[src/rtl/charis_mc_control.sv]
// charis_mc_control
//   Multicycle control FSM for the CHARIS datapath. It runs one instruction
//   at a time through IF -> DEC -> EX -> MEM -> WB. It decodes Instr[31:26]
//   and drives every state-dependent enable in the processor.
//
//   Ports
//     Clk, Rst_n     rising-edge clock; asynchronous active-low reset
//     Instr          IR contents; only the opcode and Instr[3:0] are used
//     ALU_zero       ALU zero flag, used by beq/bne in EX
//     MEM_ack        data memory access complete
//     PC_LdEn/PC_sel PC load and next-PC select (0 = PC+4, 1 = branch target)
//     IR_LdEn        instruction register load
//     RF_WrEn, RF_WrData_sel, RF_B_sel
//                    register file write enable, write-data select and
//                    second read-address select
//     ALU_Bin_sel, ALU_func
//                    ALU operand-B select and operation code
//     MEM_req, MEM_WrEn, ByteOp
//                    data memory request, store strobe and byte access
//     Illegal, MemFault
//                    one-cycle pulses: unknown opcode, memory timeout
//
//   ALU function codes used here: add 0000, sub 0001, and 0010, or 0011.
module charis_mc_control #(
  parameter int unsigned MEM_TIMEOUT = 15
) (
  input  logic        Clk,
  input  logic        Rst_n,
  input  logic [31:0] Instr,
  input  logic        ALU_zero,
  input  logic        MEM_ack,
  output logic        PC_LdEn,
  output logic        PC_sel,
  output logic        IR_LdEn,
  output logic        RF_WrEn,
  output logic        RF_WrData_sel,
  output logic        RF_B_sel,
  output logic        ALU_Bin_sel,
  output logic [3:0]  ALU_func,
  output logic        MEM_req,
  output logic        MEM_WrEn,
  output logic        ByteOp,
  output logic        Illegal,
  output logic        MemFault
);

  localparam logic [5:0] OP_RTYPE = 6'b100000;
  localparam logic [5:0] OP_ADDI  = 6'b110000;
  localparam logic [5:0] OP_LI    = 6'b111000;
  localparam logic [5:0] OP_LUI   = 6'b111001;
  localparam logic [5:0] OP_ANDI  = 6'b110010;
  localparam logic [5:0] OP_ORI   = 6'b110011;
  localparam logic [5:0] OP_B     = 6'b111111;
  localparam logic [5:0] OP_BEQ   = 6'b000000;
  localparam logic [5:0] OP_BNE   = 6'b000001;
  localparam logic [5:0] OP_LB    = 6'b000011;
  localparam logic [5:0] OP_LW    = 6'b001111;
  localparam logic [5:0] OP_SB    = 6'b000111;
  localparam logic [5:0] OP_SW    = 6'b011111;

  localparam logic [3:0] ALU_ADD = 4'b0000;
  localparam logic [3:0] ALU_SUB = 4'b0001;
  localparam logic [3:0] ALU_AND = 4'b0010;
  localparam logic [3:0] ALU_OR  = 4'b0011;

  localparam logic [3:0] TIMEOUT_CNT = 4'(MEM_TIMEOUT);

  typedef enum logic [2:0] {
    S_IF,
    S_DEC,
    S_EX,
    S_MEM,
    S_WB
  } state_t;

  state_t     state, state_nxt;
  logic [3:0] wait_cnt;

  logic [5:0] opcode;
  logic       is_rtype, is_imm, is_jmp, is_beq, is_bne;
  logic       is_load, is_store, is_byte, is_illegal;
  logic [3:0] imm_func;

  logic unused_instr_bits;
  assign unused_instr_bits = ^Instr[25:4];

  assign opcode = Instr[31:26];

  // Opcode classification
  always_comb begin
    is_rtype   = 1'b0;
    is_imm     = 1'b0;
    is_jmp     = 1'b0;
    is_beq     = 1'b0;
    is_bne     = 1'b0;
    is_load    = 1'b0;
    is_store   = 1'b0;
    is_byte    = 1'b0;
    is_illegal = 1'b0;
    imm_func   = ALU_ADD;
    case (opcode)
      OP_RTYPE: is_rtype = 1'b1;
      OP_ADDI,
      OP_LI,
      OP_LUI:   is_imm   = 1'b1;
      OP_ANDI: begin
        is_imm   = 1'b1;
        imm_func = ALU_AND;
      end
      OP_ORI: begin
        is_imm   = 1'b1;
        imm_func = ALU_OR;
      end
      OP_B:     is_jmp   = 1'b1;
      OP_BEQ:   is_beq   = 1'b1;
      OP_BNE:   is_bne   = 1'b1;
      OP_LW:    is_load  = 1'b1;
      OP_LB: begin
        is_load = 1'b1;
        is_byte = 1'b1;
      end
      OP_SW:    is_store = 1'b1;
      OP_SB: begin
        is_store = 1'b1;
        is_byte  = 1'b1;
      end
      default:  is_illegal = 1'b1;
    endcase
  end

  always_ff @(posedge Clk or negedge Rst_n) begin
    if (!Rst_n) begin
      state    <= S_IF;
      wait_cnt <= '0;
    end else begin
      state    <= state_nxt;
      wait_cnt <= (state == S_MEM && state_nxt == S_MEM) ? wait_cnt + 4'd1 : '0;
    end
  end

  always_comb begin
    state_nxt     = state;
    PC_LdEn       = 1'b0;
    PC_sel        = 1'b0;
    IR_LdEn       = 1'b0;
    RF_WrEn       = 1'b0;
    RF_WrData_sel = 1'b0;
    RF_B_sel      = 1'b0;
    ALU_Bin_sel   = 1'b0;
    ALU_func      = ALU_ADD;
    MEM_req       = 1'b0;
    MEM_WrEn      = 1'b0;
    ByteOp        = 1'b0;
    Illegal       = 1'b0;
    MemFault      = 1'b0;
    case (state)
      S_IF: begin
        // The state register sits in IF while reset is held; gate the load
        // so the IR is not written until reset is released.
        IR_LdEn   = Rst_n;
        state_nxt = S_DEC;
      end
      S_DEC: begin
        RF_B_sel = is_store | is_beq | is_bne;
        if (is_illegal) begin
          Illegal   = 1'b1;
          PC_LdEn   = 1'b1;
          state_nxt = S_IF;
        end else if (is_jmp) begin
          PC_LdEn   = 1'b1;
          PC_sel    = 1'b1;
          state_nxt = S_IF;
        end else begin
          state_nxt = S_EX;
        end
      end
      S_EX: begin
        if (is_rtype) begin
          ALU_func  = Instr[3:0];
          state_nxt = S_WB;
        end else if (is_imm) begin
          ALU_Bin_sel = 1'b1;
          ALU_func    = imm_func;
          state_nxt   = S_WB;
        end else if (is_beq | is_bne) begin
          ALU_func  = ALU_SUB;
          PC_LdEn   = 1'b1;
          PC_sel    = is_beq ? ALU_zero : !ALU_zero;
          state_nxt = S_IF;
        end else if (is_load | is_store) begin
          ALU_Bin_sel = 1'b1;
          state_nxt   = S_MEM;
        end else begin
          state_nxt = S_IF;
        end
      end
      S_MEM: begin
        MEM_req  = 1'b1;
        MEM_WrEn = is_store;
        ByteOp   = is_byte;
        // An ack in the timeout cycle still wins over the fault.
        if (MEM_ack) begin
          if (is_store) begin
            PC_LdEn   = 1'b1;
            state_nxt = S_IF;
          end else begin
            state_nxt = S_WB;
          end
        end else if (wait_cnt == TIMEOUT_CNT) begin
          MEM_req   = 1'b0;
          MEM_WrEn  = 1'b0;
          ByteOp    = 1'b0;
          MemFault  = 1'b1;
          PC_LdEn   = 1'b1;
          state_nxt = S_IF;
        end
      end
      S_WB: begin
        RF_WrEn       = 1'b1;
        RF_WrData_sel = is_load;
        PC_LdEn       = 1'b1;
        state_nxt     = S_IF;
      end
      default: state_nxt = S_IF;
    endcase
  end

endmodule
[config.mk]
export PLATFORM = sky130hd
export DESIGN_NAME = charis_mc_control
export DESIGN_NICKNAME = d
export VERILOG_FILES = /design/src/rtl/charis_mc_control.sv
export SDC_FILE = /design/constraint.sdc
export NUM_CORES = 1
export LEC_CHECK = 0
export ABC_AREA = 1
export BUFFER_PORTS_ARGS = -buffer_cell sky130_fd_sc_hd__buf_4
export CAP_MARGIN = 10
export CORE_MARGIN = 2
export CORE_UTILIZATION = 39
export DETAILED_ROUTE_END_ITERATION = 12
export MAX_ROUTING_LAYER = met4
export PLACE_DENSITY_LB_ADDON = 0.1
export SLEW_MARGIN = 20
export SYNTH_ARGS = -nofsm -noshare
export SYNTH_HDL_FRONTEND = slang
export SYNTH_SLANG_ARGS = --single-unit
[constraint.sdc]
create_clock -name Clk -period 1.9 [get_ports Clk]
set_input_delay 0.38 -clock Clk [delete_from_list [all_inputs] [get_ports Clk]]
set_output_delay 0.38 -clock Clk [all_outputs]
set_load 0.03 [all_outputs]
==> metrics.md, run 1 <==
| Metric | Value |
|---|---|
| Post-synth top area cell | `dfrtp_1` |
| Max-cap viol count | `0` |
| Critical Path Start | `wait_cnt[1]$_DFF_PN0_` |
| Sequential area share after synthesis | `0.256` |
| Drt wl/cell | `10.4 um` |
| Sw Share | `0.442` |
| Syn_area_per_cell | `6.10 um2` |
| Slew margin rel. | `0.785` |
| Setup violations, final | `2` |
| First-pass GRT wire length | `around 2.7 mm` |
| Ant. Diodes | `0` |
| Yosys warns | `0` |
| All-Layer GR Usage | `0.182` |
| Count of pins over their slew limit | `0` |
| Final #Nets | `191` |
| Largest cells by area after synthesis | `dfrtp_1 26%, nand2_1 12%, inv_1 12%` |
| Post-DP HPWL | `1.38 mm` |
| Combinational family with the most area after synthesis | `simple AND/OR/NAND/NOR gates` |
| Synth top area share | `0.256` |
| Vias in the first global route | `680` |
| Post-synthesis mux area share | `0` |
| CTS tree | `done` |
| WP buf/inv | `2` |
| Number of core rows | `15` |
| Initial drt markers | `9` |
| Maximum vdd drop | `505 uV` |
| Layout Utilization | `0.647` |
| Flop pwr share | `0.263` |
| Fin crit period | `1.93 ns` |
| Most frequent cell after synthesis | `nand2_1` |
| Die area | `2100 um2` |
| Skew final | `0.00775 ns` |
| Worst r2r dst | `state[1]$_DFF_PN0_` |
| Type of the most critical hold path | `in -> async` |
| Die W | `roughly 46 um` |
| Inst Count DP | `around 160` |
| GP Congestion | `0.781` |
| Fin cells | `170` |
| Worst-path clk slew | `about 0.06 ns` |
| Synth Area in Simple Gates | `0.500` |
| Crit path max-delay family | `simple AND/OR/NAND/NOR gates` |
| Fin crit share | `1.02` |
| Initial antenna violation count | `0` |
| Synthesized cell area | `683 um2` |
| Core Area | `1690 um2` |
| Worst r2r src | `wait_cnt[1]$_DFF_PN0_` |
| Failing checks | `negative setup slack` |
| Post-synth EDFFs | `0` |
| Flops & latches, synth | `7` |
| Synth Area in Compound Gates | `0.0788` |
| IO Pins | `52` |
| Reg area | `175 um2` |
| Crit end category | `output pin` |
| Critical Path RT | `~1.5 ns` |
| Footprint of the multi-input gates | `492 um2` |
| Net Count, Synth | `149` |
| Crit-path slowest cell | `dfrtp_1` |
| CP Depth | `10` |
| Vias per inst | `4.84` |
| Clock Sinks | `7` |
| Clock Latency Late Sink | `0.26 ns` |
| Clk root buf | `clkbuf_4` |
| FF-to-FF setup slack | `roughly 0.35 ns` |
| Clock network fraction of total power | `0.196` |
| Num CTS Buffers | `3` |
| Share of cells above drive strength 1 | `0.451` |
| Crit path to | `PC_LdEn` |
| Ys async rst share | `1.00` |
| Status | `finished, violations left` |
| Top cell types by occurrence after synthesis | `22 x nand2_1, 21 x inv_1, 21 x nor2_1, 9 x nand3_1, 7 x dfrtp_1` |
| Instance count of the mapped netlist | `112` |
| P per Cell Area | `around 660 nW/um2` |
| Clock Tree Buf Depth | `2` |
| Most frequent CP cell | `nand2_2` |
| Final Hold Viols | `0` |
| IO buf count | `29` |
| Via count | `823` |
| Synth Area in XOR/XNOR | `0.0256` |
| DIE HEIGHT | `45.9 um` |
| Routed WL | `1.77 mm` |
| FF-to-FF path depth | `10` |
| Crit path cell chain | `ha_2 > nand2_2 > inv_2 > nand2_4 > nor2_4 > nand2_2 > nand2_2 > a21oi_2 > nand3_1 > buf_6` |
| Dominant synthesized flop cell | `dfrtp_1` |
| CP arrival | `1.55 ns` |
| P_sw | `0.000318 W` |
| Layout fillers | `162` |
| Largest net degree at the start of global routing | `9` |
| Highest clock rate | `0.517 GHz` |
| DRC Markers | `0` |
| Adder and majority gate portion of the synthesized area | `0.0183` |
| GR Overflow Total | `0` |
| Critical path class | `reg -> out` |
| H-tree depth | `1` |
| RSZ-0062 raised after global routing | `yes` |
| Synth unique cells | `25` |
| Initial DRT Pass Iterations | `4` |
| Combinational power share | `0.541` |
| Fin worst setup slack | `-0.0328 ns` |
| Area Growth Syn to Fin | `59.9%` |
| Antenna Violating Nets Remaining | `0` |
| Worst Tran Pin Value | `0.321 ns` |
| P_leak | `0.622 nW` |
| Critical Path Fanout Max | `2` |
| Largest stage delay, worst path | `0.38 ns` |
| Internal Pwr Total | `0.000401 W` |
| Worst setup SP type | `register` |
| Initial core utilization | `0.404` |
==> what timing repair did <==
item	CTS	global route
pin swaps	5	2
hold buffers	1	0
resized for setup	10	6
setup buffers	4	2
hold endpoints to repair	7	0
endpoints found under the setup margin	2	6
==> registers in the layout, indices dropped and copies added (netlist names) <==
register / count
state: 3
wait_cnt: 4
==> layout make-up <==
cell class / count / share of cell area
Sequential cell: 7 / 0.160
Clock buffer: 4 / 0.0241
Inverter: 22 / 0.0756
Tap cell: 17 / 0.0195
Timing Repair Buffer: 37 / 0.270
Multi-Input combinational cell: 83 / 0.450
==> cell families (layout without fill, tap and decap cells) <==
family / count (synthesis) / after routing
simple gates: 71 / 71
buf+inv: 22 / 63
compound gates: 9 / 9
flops: 7 / 7
xor+xnor: 2 / 2
fa+ha+maj: 1 / 1
==> metrics by stage <==
step	hold WS (ns)	power, W	setup TNS, ns	setup WS, ns	area, um2
floorplan	0.0844	0.000418	-0.0487	-0.0487	713
global placement	0.198	0.000534	0	0.0830	960
detailed placement	0.198	0.000535	0	0.0754	960
CTS	0.464	0.000712	0	0.00178	1060
global route	0.480	0.000772	-0.308	-0.126	1090
finish	0.474	0.000719	-0.0359	-0.0328	1090
==> cells in the final DEF (no fill, tap or decap) <==
cell           netlist  layout
nor3_2               1       1
nor3b_1              1       1
nand3_1              9       8
buf_6                0       4
nor2_1              21      17
o22ai_1              1       1
xnor2_1              1       1
dlygate4sd3_1        0       1
nor4_4               0       1
nand2_4              1       2
clkbuf_4             0       3
xor2_1               1       1
o21ai_0              2       2
inv_1               21      18
nor2_2               6       7
dfrtp_1              7       7
a21oi_2              0       1
buf_4                0      32
inv_2                1       4
clkbuf_1             0       1
a21oi_1              3       2
nand2_2              4       7
nand3_2              1       2
a31oi_1              1       1
a22o_1               1       1
nor2_4               1       4
o21a_1               1       1
ha_2                 0       1
nand4_1              1       1
nor3_1               2       2
nand2_1             22      18
==> power by group through the flow <==
stage               sequential (W)  combinational [W]  clock, W
floorplan                 0.000186           0.000232         0
global placement          0.000189           0.000345         0
detailed placement        0.000189           0.000346         0
CTS                       0.000186           0.000381  0.000145
global route              0.000191           0.000424  0.000157
finish                    0.000189           0.000389  0.000141
==> worst reg2reg max path, delay by kind of cell, from the launching register on <==
family / cells / cell delay, ns
and+or+nand+nor: 5 / 0.47
DFF: 1 / 0.35
buffers and inverters: 4 / 0.42
adders and majority gates: 1 / 0.19
==> worst min path at each step <==
stage | end | slack, ns | cells after the start
floorplan | state[0]$_DFF_PN0_ | 0.08 | 0
detailed placement | wait_cnt[3]$_DFF_PN0_ | 0.20 | 1
finish | wait_cnt[1]$_DFF_PN0_ | 0.47 | 2
global route | wait_cnt[3]$_DFF_PN0_ | 0.48 | 2
global placement | wait_cnt[2]$_DFF_PN0_ | 0.20 | 1
CTS | wait_cnt[3]$_DFF_PN0_ | 0.46 | 2
==> metal layers <==
metal | track usage | vias to the layer above | wire [um]
met4 | 0.0343 | 0 | 8
met1 | 0.238 | 364 | 821
met2 | 0.283 | 24 | 854
li1 | - | 433 | -
met3 | 0.0476 | 2 | 87
met5 | - | - | 0
No activity file was read; power rests on OpenSTA's default activity.
==> run 2: changes to the inputs <==
==> constraint.sdc (replaced) <==
create_clock -name Clk -period 2.2 [get_ports Clk]
set_input_delay 0.44 -clock Clk [delete_from_list [all_inputs] [get_ports Clk]]
set_output_delay 0.44 -clock Clk [all_outputs]
set_load 0.03 [all_outputs]
==> run 2 against run 1 <==
Sequential power shrank 14%. Highest routed layer unchanged. Non-clock buffer count shrank 7. Clock power shrank 17%. The flow now finishes without violations. Via count shrank 3.8%.
==> metrics.md, run 2 (synthesis gave the netlist of run 1 again) <==
| Metric | Value |
|---|---|
| Status | `completed` |
| Regs by FF count | `wait_cnt: 4 flops, state: 3 flops` |
| Crit end category | `output pin` |
| Critical Path RT | `1.76 ns (+0.24 ns)` |
| Hold WS | `0.459 ns (-0.0142 ns)` |
| Maximum vdd drop | `307 uV (-39%)` |
| Num CTS Buffers | `3 (unchanged)` |
| Fin crit period | `between 2 and 2.5 ns` |
| Max reg flops | `4 (unchanged)` |
| Clock Sinks | `7 (unchanged)` |
| Hold depth | `1` |
| Initial drt markers | `16 (+7)` |
| Max-cap viol count | `0 (unchanged)` |
| Clock Latency Late Sink | `0.25 ns (about the same)` |
| Worst Min Path Start | `wait_cnt[0]$_DFF_PN0_` |
| FF-to-FF setup slack | `0.92 ns (+0.57 ns)` |
| CP arrival | `1.64 ns (+0.09 ns)` |
| Area Growth Syn to Fin | `44.0%` |
| Core Area | `1690 um2 (unchanged)` |
| Worst-path clk slew | `0.05 ns (about the same)` |
| Setup TNS | `0 ns (+0.0359 ns)` |
| Via count | `792 (-3.8%)` |
| GR Overflow Total | `0 (unchanged)` |
| Largest net degree at the start of global routing | `9 (unchanged)` |
| IO Pins | `52 (unchanged)` |
| All-Layer GR Usage | `0.181 (-0.00136)` |
| P_leak | `0.572 nW (-8.0%)` |
| Placement Setup Slack | `0.205 ns (+0.130 ns)` |
| Initial DRT Pass Iterations | `4 (unchanged)` |
| DRC Markers | `0 (unchanged)` |
| Most common cell after layout, fill and taps aside | `buf_4` |
| Worst hold path endpoint | `wait_cnt[0]$_DFF_PN0_` |
| IO buf count | `29 (unchanged)` |
| Drt wl/cell | `10.0 um (-3.8%)` |
| Fin crit share | `0.946` |
| Worst setup SP type | `register` |
| Clk root buf | `clkbuf_4` |
| FF-to-FF path depth | `8 (-2)` |
| Highest clock rate | `0.480 GHz` |
| Setup violations, final | `0 (-2)` |
| DIE HEIGHT | `45.9 um (unchanged)` |
| DP Area | `940 um2 (-2.1%)` |
| Post-route cell area | `983 um2 (-10%)` |
| Share of cells above drive strength 1 | `0.349 (-0.102)` |
| First-pass GRT wire length | `2.70 mm (-1.0%)` |
| Antenna Violating Nets Remaining | `0 (unchanged)` |
| Count of pins over their slew limit | `0 (unchanged)` |
| RSZ-0062 raised after global routing | `no` |
| Critical path class | `reg -> out` |
| Ant. Diodes | `0 (unchanged)` |
| Reg with most FFs | `wait_cnt` |
| Die W | `45.9 um (unchanged)` |
| Worst Tran Pin Value | `0.305 ns (-0.0159 ns)` |
| CTS tree | `done` |
| Die area | `2100 um2 (unchanged)` |
| Vias per inst | `4.86 (+0.37%)` |
| Final #Nets | `184 (-3.7%)` |
| Post-CTS Setup Inserts | `0 (-4)` |
| Critical Path Fanout Max | `3 (+1)` |
| Worst r2r dst | `state[1]$_DFF_PN0_` |
| Post-DP HPWL | `1.46 mm (+6.4%)` |
| Slew margin rel. | `0.795 (+0.0107)` |
| Worst r2r src | `wait_cnt[0]$_DFF_PN0_` |
| Vias in the first global route | `656 (-3.5%)` |
| GP Congestion | `0.789 (+1.0%)` |
| Initial core utilization | `0.404 (unchanged)` |
| H-tree depth | `1 (unchanged)` |
| Commonest non-fill, non-tap cells in the layout | `28 x buf_4, 22 x nand2_1, 20 x inv_1, 20 x nor2_1, 9 x nand3_1` |
| P per Cell Area | `599 nW/um2 (-9.0%)` |
| Fin worst setup slack | `0.118 ns (+0.151 ns)` |
| Routed WL | `1.63 mm (-7.8%)` |
| Final Total Pwr | `0.000589 W (-18%)` |
| Skew final | `0.00448 ns (-0.00327 ns)` |
| Type of the most critical hold path | `reg -> reg` |
| Layout fillers | `170 (+4.9%)` |
| Final Hold Viols | `0 (unchanged)` |
| Clock Tree Buf Depth | `2 (unchanged)` |
| Number of core rows | `15 (unchanged)` |
| Initial antenna violation count | `0 (unchanged)` |
-- run 2: cell type report --
cell class | count | area (um2) | area share
Clock buffer | 4 | 26.3 | 0.0267
Inverter | 22 | 82.6 | 0.0840
Multi-Input combinational cell | 83 | 447 | 0.454
Sequential cell | 7 | 175 | 0.178
Tap cell | 17 | 21.3 | 0.0216
Timing Repair Buffer | 30 | 231 | 0.235
-- run 2: how the worst max path moves through the flow --
stage / startpoint / to / slack, ns / cells after the start
floorplan: wait_cnt[0]$_DFF_PN0_ / ByteOp / -0.03 / 8
global placement: Instr[31] / PC_LdEn / 0.21 / 8
detailed placement: Instr[31] / PC_LdEn / 0.21 / 8
CTS: wait_cnt[0]$_DFF_PN0_ / ByteOp / 0.11 / 9
global route: wait_cnt[0]$_DFF_PN0_ / ByteOp / 0.007 / 9
finish: wait_cnt[0]$_DFF_PN0_ / ByteOp / 0.12 / 9
-- run 2: power by group --
group	total (W)	switching, W	internal [W]
clock network	0.000117	0.0000482	0.0000693
logic	0.000310	0.000196	0.000113
registers	0.000162	0.0000154	0.000146
-- run 2: stage by stage --
stage	cells	utilization
2_1_floorplan	112	-
3_3_place_gp	158	0.556
3_5_place_dp	158	0.556
4_1_cts	163	0.578
5_1_grt	163	0.582
6_report	163	0.582
-- run 2: per-layer routing --
layer  wire length [um]  vias up  global-route usage
li1                   -      420                   -
met4                 24        0              0.0514
met5                  0        -                   -
met3                 96        2              0.0278
met1                710      344               0.234
met2                802       26               0.289
-- run 2: repair_timing --
action / in CTS / in global routing
setup endpoints to repair: 0 / 1
hold buffers: 1 / 0
endpoints found under the hold margin: 7 / 0
gates resized for setup: 0 / 3
-- run 2: worst max-delay path, stage by stage (launching register included) --
cell and delay (ns):
dfrtp_1 0.39, ha_1 0.21, nand2_1 0.06, inv_1 0.05
nand2_1 0.07, nor2_1 0.05, nor2_1 0.13, inv_1 0.11
nor4_4 0.13, buf_4 0.19
